===== config.mk =====
export PLATFORM = sky130hd
export DESIGN_NAME = pdm_cic_decimator
export DESIGN_NICKNAME = d
export VERILOG_FILES = /design/src/rtl/dsp_pkg.sv /design/src/rtl/cic_integrator_chain.sv /design/src/rtl/pdm_cic_decimator.sv
export SDC_FILE = /design/constraint.sdc
export NUM_CORES = 1
export LEC_CHECK = 0
export BUFFER_PORTS_ARGS = -buffer_cell sky130_fd_sc_hd__clkbuf_2
export CORE_AREA = 2 2 205 207
export DETAILED_ROUTE_END_ITERATION = 10
export DIE_AREA = 0 0 207 209
export SLEW_MARGIN = 30
export SYNTH_ARGS = -nofsm -noshare
export SYNTH_HDL_FRONTEND = slang
export SYNTH_SLANG_ARGS = --single-unit

===== constraint.sdc =====
create_clock -name clk -period 10.3 [get_ports clk]
set_input_delay 1.03 -clock clk [delete_from_list [all_inputs] [get_ports clk]]
set_output_delay 1.03 -clock clk [all_outputs]
set_load 0.005 [all_outputs]

===== src/rtl/dsp_pkg.sv =====
`default_nettype none
// ============================================================================
// dsp_pkg: shared CIC decimator types, width helper and PDM mapping constants.
// Rev 1.0
// ============================================================================
package dsp_pkg;

  typedef enum logic [1:0] {
    S_IDLE    = 2'd0,
    S_CAPTURE = 2'd1,
    S_COMB    = 2'd2,
    S_PUSH    = 2'd3
  } cic_state_t;

  // Two-bit signed encodings of the PDM symbols, sign-extended by the user.
  localparam logic [1:0] c_PDM_POS = 2'b01;
  localparam logic [1:0] c_PDM_NEG = 2'b11;

  function automatic int acc_width(input int order, input int decim);
    return order * $clog2(decim) + 2;
  endfunction

endpackage
`default_nettype wire


===== src/rtl/cic_integrator_chain.sv =====
`default_nettype none
// ============================================================================
// cic_integrator_chain: ORDER cascaded wrapping integrators, all stepping on en.
// Rev 1.0
// ============================================================================
module cic_integrator_chain #(
  parameter int ORDER = 4,
  parameter int ACC_W = 22
) (
  input  logic             clk,
  input  logic             rst,
  input  logic             en,
  input  logic [ACC_W-1:0] x,
  output logic [ACC_W-1:0] y
);

  logic [ACC_W-1:0] r_integ [ORDER];

  // Every stage adds the previous stage's old value, forming a pipelined cascade.
  always_ff @(posedge clk or posedge rst) begin
    if (rst) begin
      for (int i = 0; i < ORDER; i++) r_integ[i] <= '0;
    end else if (en) begin
      r_integ[0] <= r_integ[0] + x;
      for (int i = 1; i < ORDER; i++) r_integ[i] <= r_integ[i] + r_integ[i-1];
    end
  end

  assign y = r_integ[ORDER-1];

endmodule
`default_nettype wire


===== src/rtl/pdm_cic_decimator.sv =====
`default_nettype none
// ============================================================================
// pdm_cic_decimator: PDM-to-PCM CIC decimator pushing samples into a sync FIFO.
// Rev 1.0
// ============================================================================
module pdm_cic_decimator
  import dsp_pkg::*;
#(
  parameter int ORDER = 4,
  parameter int DECIM = 32,
  parameter int WIDTH = 18,
  parameter int ACC_W = acc_width(ORDER, DECIM)
) (
  input  logic             clk,
  input  logic             rst,
  input  logic             pdm_en,
  input  logic             pdm_bit,
  input  logic             full,
  output logic             wr_en,
  output logic [WIDTH-1:0] d_out,
  output logic             overflow,
  output logic             busy
);

  localparam int CNT_W = (DECIM > 1) ? $clog2(DECIM) : 1;
  localparam int K_W   = (ORDER > 1) ? $clog2(ORDER) : 1;
  localparam logic [CNT_W-1:0] c_CNT_LAST = CNT_W'(DECIM - 1);
  localparam logic [K_W-1:0]   c_K_LAST   = K_W'(ORDER - 1);

  cic_state_t       r_state;
  cic_state_t       w_state_nxt;
  logic [CNT_W-1:0] r_dec_cnt;
  logic             r_tick;
  logic             w_tick;
  logic [ACC_W-1:0] w_x;
  logic [ACC_W-1:0] w_integ;
  logic [ACC_W-1:0] w_diff;
  logic [ACC_W-1:0] r_snap;
  logic [ACC_W-1:0] r_dly [ORDER];
  logic [K_W-1:0]   r_k;
  logic [WIDTH-1:0] r_dout;
  logic [WIDTH-1:0] w_sample;
  logic             r_ovf;

  assign w_x = pdm_bit ? {{(ACC_W-2){c_PDM_POS[1]}}, c_PDM_POS}
                       : {{(ACC_W-2){c_PDM_NEG[1]}}, c_PDM_NEG};

  cic_integrator_chain #(
    .ORDER (ORDER),
    .ACC_W (ACC_W)
  ) u_integ (
    .clk (clk),
    .rst (rst),
    .en  (pdm_en),
    .x   (w_x),
    .y   (w_integ)
  );

  assign w_tick = pdm_en && (r_dec_cnt == c_CNT_LAST);

  always_ff @(posedge clk or posedge rst) begin
    if (rst) begin
      r_dec_cnt <= '0;
    end else if (pdm_en) begin
      r_dec_cnt <= (r_dec_cnt == c_CNT_LAST) ? '0 : r_dec_cnt + CNT_W'(1);
    end
  end

  always_ff @(posedge clk or posedge rst) begin
    if (rst) r_state <= S_IDLE;
    else     r_state <= w_state_nxt;
  end

  always_comb begin
    w_state_nxt = r_state;
    case (r_state)
      S_IDLE:    if (r_tick) w_state_nxt = S_CAPTURE;
      S_CAPTURE: w_state_nxt = S_COMB;
      S_COMB:    if (r_k == c_K_LAST) w_state_nxt = S_PUSH;
      S_PUSH:    w_state_nxt = S_IDLE;
      default:   w_state_nxt = S_IDLE;
    endcase
  end

  // One subtractor serves every comb stage; r_k selects the stage delay.
  assign w_diff   = r_snap - r_dly[r_k];
  assign w_sample = r_snap[ACC_W-1 -: WIDTH];

  always_ff @(posedge clk or posedge rst) begin
    if (rst) begin
      r_tick <= 1'b0;
      r_snap <= '0;
      r_k    <= '0;
      r_dout <= '0;
      r_ovf  <= 1'b0;
      for (int i = 0; i < ORDER; i++) r_dly[i] <= '0;
    end else begin
      r_tick <= w_tick && !busy;
      if (w_tick && busy) r_ovf <= 1'b1;
      case (r_state)
        S_CAPTURE: begin
          r_snap <= w_integ;
          r_k    <= '0;
        end
        S_COMB: begin
          r_snap     <= w_diff;
          r_dly[r_k] <= r_snap;
          r_k        <= r_k + K_W'(1);
        end
        S_PUSH: begin
          if (full) r_ovf  <= 1'b1;
          else      r_dout <= w_sample;
        end
        default: ;
      endcase
    end
  end

  assign busy     = (r_state != S_IDLE);
  assign wr_en    = (r_state == S_PUSH) && !full;
  assign d_out    = (r_state == S_PUSH) ? w_sample : r_dout;
  assign overflow = r_ovf;

endmodule
`default_nettype wire


==> results of run 1 <==
==> worst max-delay path, stage by stage (launching register included) <==
cell,delay [ns]
dfrtp_1,0.89
buf_4,0.42
mux4_2,0.54
ha_1,0.22
fa_1,0.38
nor2b_1,0.21
o31ai_1,0.15
a211oi_1,0.30
o211ai_1,0.12
a21boi_0,0.31
o41ai_1,0.12
xor2_1,0.14
a21oi_1,0.08
mux2_2,0.28
==> state kept, by name (all words and copies together) (netlist names) <==
register,count
r_dly,88
u_integ.r_integ,66
r_snap,22
u_integ.y,22
r_dout,18
r_dec_cnt,5
r_k,2
r_state,2
overflow,1
r_tick,1
==> logic make-up (layout without fill, tap and decap cells) <==
logic type	count (synthesis)	count (layout)	share of synthesized area [%]
and+or+nand+nor	235	235	7.93
buffers and inverters	89	135	2.36
xor gates and xnor gates	91	91	5.63
muxes	228	228	19.7
AOI/OAI and AO/OA	298	298	13.5
DFF	227	227	40.1
adders and majority gates	119	119	10.8
==> cell type report <==
type | count | area (um^2)
Clock buffer | 41 | 758
Clock inverter | 7 | 153
Fill cell | 4024 | 25400
Inverter | 50 | 195
Multi-Input combinational cell | 971 | 8160
Sequential cell | 227 | 5680
Tap cell | 539 | 674
Timing Repair Buffer | 37 | 225
==> cell usage in the layout, fill, tap and decap left out, types with 10 or more instances in the layout <==
cell	netlist	layout
nand3_1	19	19
a21oi_1	91	91
o21a_1	11	11
mux2_2	188	188
and3_1	10	10
o21ai_0	59	59
clkbuf_16	0	27
nand2b_1	13	13
a211oi_1	15	15
ha_1	114	113
mux2i_1	18	18
xor2_1	30	30
nand2_1	65	65
xnor2_1	61	61
dfrtp_1	227	227
clkbuf_1	31	11
nor2_1	66	66
clkbuf_2	0	24
buf_4	0	11
a21o_1	32	32
mux4_2	22	22
inv_1	50	49
nor2b_1	20	19
nor3_1	12	12
o21bai_1	15	15
==> routing by layer <==
| metal | up-vias | part of all wire (%) |
|---|---|---|
| met5 | - | 0 |
| met3 | 37 | 2.7 |
| met4 | 0 | 1.9 |
| met1 | 4640 | 48 |
| met2 | 108 | 48 |
| li1 | 4815 | - |
==> worst paths after layout <==
path / endpoint
min in group asynchronous: u_integ.r_integ[23]
setup reg to reg: r_snap[14]
max in group asynchronous: r_dly[33]
setup / recovery: r_snap[14]
hold / removal: overflow
hold reg to reg: overflow
==> metrics by stage <==
stage | cells | area, um^2 | setup slack, ns
global placement | 1824 | 14900 | 6.04
CTS | 1872 | 15800 | 5.93
floorplan | 1287 | 14200 | 3.05
global route | 1872 | 15800 | 5.66
detailed placement | 1824 | 14900 | 5.95
finish | 1872 | 15800 | 6.02
==> flow_metrics.tcl, run 1 <==
set metrics [dict create \
    status "finished clean" \
    yosysSeqAreaShare_pct 40.1 \
    grtUsageMet2_pct 23.1 \
    area_growth_pct 11.8 \
    grt_max_degree 105 \
    drc 0 \
    crit_path_max_fanout 13 \
    critPathRequiredTime_ns 10.74 \
    ant_nets 0 \
    grt_antenna_before_repair 0 \
    ys_seq_elements 227 \
    drive_gt1_share_pct 22.2 \
    dieHeight_um 209 \
    nets 1438 \
    wirelength_mm 28.2 \
    ys_async_sr_fraction_pct 100 \
    slew_headroom_pct 40.4 \
    syn-mean-instance-area_um2 11.0 \
    via_count 9600 \
    grt_use_met3_pct 1.65 \
    setup_viol 0 \
    clk_pin_slew_worst_paths_ns 0.06 \
    synth_top_area_share_pct 40.1 \
    synthFlopType "dfrtp_1" \
    cap_viol_max_count 0 \
    port_buffers 25 \
    period_share_pct 41.6 \
    grt_pass1_vias 9819 \
    hold_viol 0 \
    holdPathStages 2 \
    reg2regPathDepth 13 \
    ctsHoldBuffers 0 \
    path_class "reg -> reg" \
    cp.arrival_ns 4.72 \
    synthTopCellsByCount "dfrtp_1 (227), mux2_2 (188), ha_1 (114), a21oi_1 (91), nor2_1 (66)" \
    fin_tns_setup_ns 0 \
    fmax_mhz 233 \
    critical_path.endpoint_type "flip-flop" \
    synth_largest_area_cell "dfrtp_1" \
    synth_nets 1411 \
    syn_inst 1287 \
    gr-usage-met1_pct 17.5 \
    htreeDepth 1 \
    coreArea_um2 41300 \
    cts.path.max_buffers 3 \
    period_needed_ns 4.28 \
    slew_violations 0 \
    rsz0062_at_grt "no" \
    fin_skew_ns 0.0196 \
    cts_tree "yes" \
    worst_pin_slew_ns 0.892 \
    synthMostInstantiatedCell "dfrtp_1" \
    dr.pass1.iters 5 \
    cts_sinks 227 \
    dp_hpwl_mm 20.1 \
    r2r_start "r_k[0]" \
    viasPerCell 5.13 \
    insertion_delay_ns 0.55 \
    r2r_slack_ns 6.02 \
    cts_buffers 27 \
    wire_per_inst_um 15.1 \
    drt_iter0_markers 485 \
    num_rows 75 \
    hold_path_startpoint "overflow" \
    critPathLaunch "r_k[0]" \
    netlist_top_cells_area "dfrtp_1 (40%), mux2_2 (15%), ha_1 (10%), xnor2_1 (3.8%), mux4_2 (3.5%)" \
    post_cts_resized 0 \
    ys_warn_count 0 \
    grt_remaining_overflow 0 \
    ys_types 63 \
    grt_pass1_wl_mm 48.8 \
    post-cts-setup-buffer-count 0 \
    final_util_pct 38.4 \
    die_w_um 207 \
    grt_usage_pct 13.2 \
    cts_root_buffer "clkbuf_16" \
    place_congestion 0.794 \
    crit_path_start_kind "flip-flop" \
    min_path_type "reg -> reg" \
    start_util_pct 34.3 \
    synth_edf_count 0 \
    dieArea_um2 43300 \
    ios 26 \
    syn-cell-area_um2 14200 \
    grt.busiest_layer "met2" \
    antenna_cells 0 \
    hold-worst-slack_ns 0.474 \
]
Power of run 1 is not shown: default switching activity piles up to over one toggle a cycle in this logic, so the estimate is an artifact.
==> run 2: changes to the inputs <==
==> constraint.sdc (replaced) <==
create_clock -name clk -period 3.9 [get_ports clk]
set_input_delay 0.39 -clock clk [delete_from_list [all_inputs] [get_ports clk]]
set_output_delay 0.39 -clock clk [all_outputs]
set_load 0.005 [all_outputs]
==> run 2 against run 1 <==
Non-clock buffer count rose by 8. First-iteration DRC count increased by 15%. Wire length up 2.3%. Flip-flop and latch count stayed put. Count of clock-buffer cells in the layout rose by 1. Cell count up 0.32%. Maximum frequency rose by 23%. Register-to-register slack got worse by 5.6 ns.
==> flow_metrics.tcl, run 2 (synthesis results as in run 1) <==
set metrics [dict create \
    status "finished clean" \
    cts.path.max_buffers 3 \
    wirelength_mm 28.9 \
    cts_buffers 26 \
    grt_pass1_vias 9964 \
    fmax_mhz 287 \
    cap_viol_max_count 0 \
    slew_headroom_pct 49.5 \
    cts_tree "yes" \
    via_count 9652 \
    dpl-instance-area_um2 15000 \
    critPathRequiredTime_ns 4.32 \
    place_congestion 0.871 \
    largest-register "r_dly" \
    largest_reg_flops 88 \
    slew_violations 0 \
    fin_area_um2 15900 \
    antenna_cells 0 \
    cp.arrival_ns 3.90 \
    dr_wl_met2_mm 13.8 \
    cp_cell_sequence "buf_4 > mux4_2 > inv_1 > ha_1 > a21o_1 > a21o_1 > a221oi_1 > nand3_1 > a21o_1 > a21oi_1 > o21ai_0 > xnor2_1 > o21ai_0" \
    coreArea_um2 41300 \
    dr.max_layer_used "met4" \
    ant_nets 0 \
    cp.buffers_inverters 2 \
    regArea_um2 5680 \
    top_regs "r_dly: 88 flops, u_integ.r_integ: 66 flops" \
    mostFrequentLayoutCell "dfrtp_1" \
    dieArea_um2 43300 \
    cpPeakStageDelay_ns 0.56 \
    fin_skew_ns 0.0149 \
    fin_tns_setup_ns 0 \
    port_buffers 25 \
    insertion_delay_ns 0.54 \
    dr.pass1.iters 5 \
    area_growth_pct 12.0 \
    period_share_pct 89.3 \
    die_w_um 207 \
    grt_usage_pct 13.6 \
    drc 0 \
    path_delay_family "compound AO/OA/AOI/OAI gates" \
    multi_input_area_um2 8160 \
    drive_gt1_share_pct 22.9 \
    dp_hpwl_mm 21.1 \
    htreeDepth 1 \
    grt_antenna_before_repair 0 \
    crit_path_start_kind "flip-flop" \
    nets 1445 \
    grt_pass1_wl_mm 49.9 \
    grt_max_degree 76 \
    cts_root_buffer "clkbuf_16" \
    grt_remaining_overflow 0 \
    setup_viol 0 \
    post-cts-setup-buffer-count 0 \
    period_needed_ns 3.48 \
    min_path_type "in -> reg" \
    final_cell_mix "dfrtp_1 (227), mux2_2 (188), ha_1 (114)" \
    met1_length_mm 13.8 \
    dieHeight_um 209 \
    ios 26 \
    critical_path.endpoint_type "flip-flop" \
    viasPerCell 5.14 \
    clk_pin_slew_worst_paths_ns 0.06 \
    slowest_stage "mux4_2" \
    cts_sinks 227 \
    wl_met3_um 678 \
    hold_viol 0 \
    drt_iter0_markers 560 \
    path_class "reg -> reg" \
    worst_pin_slew_ns 0.757 \
    rsz0062_at_grt "no" \
    start_util_pct 34.3 \
    wire_per_inst_um 15.4 \
    crit_path_max_fanout 17 \
    cp_common_cell "a21o_1" \
    num_rows 75 \
    nFillCells 3997 \
]
==> run 2: repair_timing <==
action,4_1_cts,5_1_grt
hold endpoints to repair,12,0
hold buffers,1,0
gates resized for setup,0,0
setup endpoints to repair,0,0
==> run 2: per-layer routing <==
metal | vias up | GRT usage [%]
met5 | - | 0
met1 | 4717 | 18.0
met4 | 0 | 3.45
li1 | 4800 | -
met3 | 37 | 1.65
met2 | 98 | 23.6
==> run 2: area by class of cell <==
class,count,share of cell area [%]
Multi-Input combinational cell,971,51.4
Sequential cell,227,35.8
Clock buffer,42,5.24
Tap cell,539,4.25
Timing Repair Buffer,45,1.85
Inverter,50,1.21
Clock inverter,4,0.213
==> run 2: path summary, 6_finish.rpt <==
check                          from         end  slack, ns  cells after the start
setup / recovery             r_k[0]  r_snap[20]       0.42                     13
hold / removal                 full    overflow       0.14                      3
setup reg to reg             r_k[0]  r_snap[20]       0.42                     13
hold reg to reg            overflow    overflow       0.48                      2
max in group asynchronous       rst  r_snap[17]       2.62                      4
min in group asynchronous       rst   r_dly[44]       0.42                      3
==> run 2: metrics by stage <==
stage / util (%) / hold slack [ns] / std cells / setup WS (ns)
final: 38.4 / 0.139 / 1878 / 0.416
after global routing: 38.4 / 0.134 / 1878 / 0.119
after CTS: 38.4 / 0.128 / 1878 / 0.418
after detailed placement: 36.3 / 0.442 / 1831 / 0.413
after global placement: 36.3 / 0.435 / 1831 / 0.453
after floorplan: - / 0.445 / 1287 / 0.0947
==> run 2: worst min-delay path: stages <==
cell and delay, ns:
clkbuf_2 0.11, a21oi_1 0.07, o21ai_0 0.06
Power of run 2 is left out for the same reason.
==> run 3: changes to the inputs <==
--- a/config.mk
+++ b/config.mk
@@ -6,10 +6,11 @@
 export NUM_CORES = 1
 export LEC_CHECK = 0
 export BUFFER_PORTS_ARGS = -buffer_cell sky130_fd_sc_hd__clkbuf_2
-export CORE_AREA = 2 2 205 207
+export CORE_AREA = 2 2 210 212
 export DETAILED_ROUTE_END_ITERATION = 10
-export DIE_AREA = 0 0 207 209
+export DIE_AREA = 0 0 212 214
 export SLEW_MARGIN = 30
 export SYNTH_ARGS = -nofsm -noshare
 export SYNTH_HDL_FRONTEND = slang
+export SYNTH_HIERARCHICAL = 1
 export SYNTH_SLANG_ARGS = --single-unit
==> constraint.sdc (replaced) <==
create_clock -name clk -period 4.35 [get_ports clk]
set_input_delay 0.435 -clock clk [delete_from_list [all_inputs] [get_ports clk]]
set_output_delay 0.435 -clock clk [all_outputs]
set_load 0.005 [all_outputs]
==> run 3 against run 2 <==
Global-route usage increased by 0.90 points. Synthesized area increased by 5.1%. Count of clock-buffer cells in the layout decreased by 6. Critical path depth decreased by 2. Maximum frequency increased by 3.2%. Critical endpoint is now r_snap[21]. Largest cell class unchanged.
==> flow_metrics.tcl, run 3 <==
set metrics [dict create \
    insertion_delay_ns 0.55 \
    netlist_top_cells_area "dfrtp_1 (38%), mux2_2 (13%), ha_1 (9.7%), a21oi_1 (3.2%), mux4_2 (3.2%)" \
    slew_violations 0 \
    grt_pass1_vias 10600 \
    yosys.area_share.adder_pct 10.3 \
    synthXorXnorAreaFrac_pct 4.30 \
    dieHeight_um 214 \
    ys_warn_count 6 \
    cts_sinks 227 \
    synth_top_area_share_pct 38.2 \
    coreArea_um2 42900 \
    ios 26 \
    grt_usage_pct 14.5 \
    final_cell_mix "dfrtp_1 (227), mux2_2 (167), ha_1 (115)" \
    path_class "reg -> reg" \
    antenna_cells 0 \
    start_util_pct 34.7 \
    post_cts_resized 0 \
    crit_path_max_fanout 19 \
    ys_seq_elements 227 \
    grt_remaining_overflow 0 \
    slew_headroom_pct 41.1 \
    ant_nets 0 \
    post-cts-setup-buffer-count 0 \
    yosysSeqAreaShare_pct 38.2 \
    grt_antenna_before_repair 0 \
    grt_max_degree 95 \
    fin_skew_ns 0.0150 \
    postLayoutSetupSlackWorst_ns 0.973 \
    hold-worst-slack_ns 0.154 \
    port_buffers 25 \
    syn_inst 1413 \
    area_growth_pct 10.2 \
    synth_simple_gate_area_share_pct 9.41 \
    fin_tns_setup_ns 0 \
    clk_pin_slew_worst_paths_ns 0.06 \
    synth_top_family_by_area "multiplexers" \
    largest_reg_flops 88 \
    drt_iter0_markers 522 \
    period_share_pct 77.6 \
    rsz0062_at_grt "no" \
    synthMostInstantiatedCell "dfrtp_1" \
    synth_nets 1538 \
    synth-compound-area-share_pct 16.3 \
    viasPerCell 5.22 \
    wirelength_mm 32.1 \
    critPathRequiredTime_ns 4.75 \
    period_needed_ns 3.38 \
    drc 0 \
    critical_path.endpoint_type "flip-flop" \
    via_count 10500 \
    min_path_type "in -> reg" \
    num_rows 76 \
    status "finished clean" \
    htreeDepth 1 \
    cts.path.max_buffers 3 \
    cp.arrival_ns 3.78 \
    largest-register "r_dly" \
    pre_cts_ws_ns 1.00 \
    top_regs "r_dly: 88 flops, u_integ/r_integ: 66 flops" \
    final_util_pct 38.2 \
    syn-mean-instance-area_um2 10.5 \
    grt_pass1_wl_mm 54.6 \
    worst_pin_slew_ns 0.882 \
    setup_viol 0 \
    synth_largest_area_cell "dfrtp_1" \
    nets 1535 \
    cts_tree "yes" \
    synthFlopType "dfrtp_1" \
    dr.pass1.iters 6 \
    ys_types 83 \
    dp_hpwl_mm 23.2 \
    synth_edf_count 0 \
    synth_mux_area_share_pct 17.1 \
    cts_root_buffer "clkbuf_16" \
    drive_gt1_share_pct 21.6 \
    ys_async_sr_fraction_pct 100 \
    fmax_mhz 296 \
    crit_path_start_kind "flip-flop" \
    dieArea_um2 45400 \
    syn-cell-area_um2 14900 \
    cts_buffers 26 \
    mostFrequentLayoutCell "dfrtp_1" \
    place_congestion 0.849 \
    synthTopCellsByCount "dfrtp_1 (227), mux2_2 (167), ha_1 (115), a21oi_1 (96), nand2_1 (90)" \
    cap_viol_max_count 0 \
    hold_viol 0 \
    wire_per_inst_um 16.0 \
    nFillCells 4156 \
    die_w_um 212 \
]
-- run 3: final cells by class --
type | instances | area, um^2 | share of cell area (%)
Multi-Input combinational cell | 1041 | 8540 | 52.1
Sequential cell | 227 | 5680 | 34.6
Clock buffer | 36 | 738 | 4.50
Tap cell | 585 | 732 | 4.46
Timing Repair Buffer | 44 | 297 | 1.81
Inverter | 70 | 269 | 1.64
Clock inverter | 10 | 141 | 0.862
-- run 3: final timing paths --
check                         startpoint                  end  slack (ns)  cells past startpoint
setup / recovery                  r_k[1]           r_snap[21]        0.97                     11
hold / removal                      full             overflow        0.15                      3
setup reg to reg                  r_k[1]           r_snap[21]        0.97                     11
hold reg to reg            u_integ/y[21]        u_integ/y[21]        0.47                      1
max in group asynchronous            rst  u_integ/r_integ[80]        2.70                      4
min in group asynchronous            rst            r_dly[68]        0.39                      3
-- run 3: per-stage QoR --
stage               area, um^2  instances
floorplan                14900       1413
finish                   16400       2013
CTS                      16400       2011
detailed placement       15500       1965
global placement         15500       1965
global route             16400       2013
-- run 3: cells by family (layout without fill, tap and decap cells) --
group,after synthesis,after routing
compound gates,357,357
other cells,1,1
xor+xnor,73,73
flops,227,227
buf+inv,145,160
fa+ha+maj,120,120
simple gates,284,284
mux,206,206
-- run 3: layer usage --
metal / global-route usage (%) / share of wire (%) / vias to the layer above
met2: 24.0 / 47 / 146
met1: 19.7 / 48 / 5114
met3: 2.32 / 3.5 / 53
met5: 0 / 0 / -
li1: - / - / 5195
met4: 3.57 / 2.2 / 0
-- run 3: critical path: stages (launching register included) --
cell	delay, ns
dfrtp_1	0.54
buf_4	0.35
mux4_2	0.36
inv_1	0.07
ha_1	0.31
a21oi_2	0.20
o22ai_1	0.12
nor2b_1	0.14
or4_4	0.55
and3_4	0.17
o41ai_2	0.29
a22oi_1	0.13
-- run 3: repair_timing --
| item | in CTS | in global routing |
|---|---|---|
| endpoints found under the setup margin | 0 | 0 |
| hold endpoints to repair | 0 | 23 |
| hold buffers | 0 | 1 |
Power of run 3 is left out for the same reason.
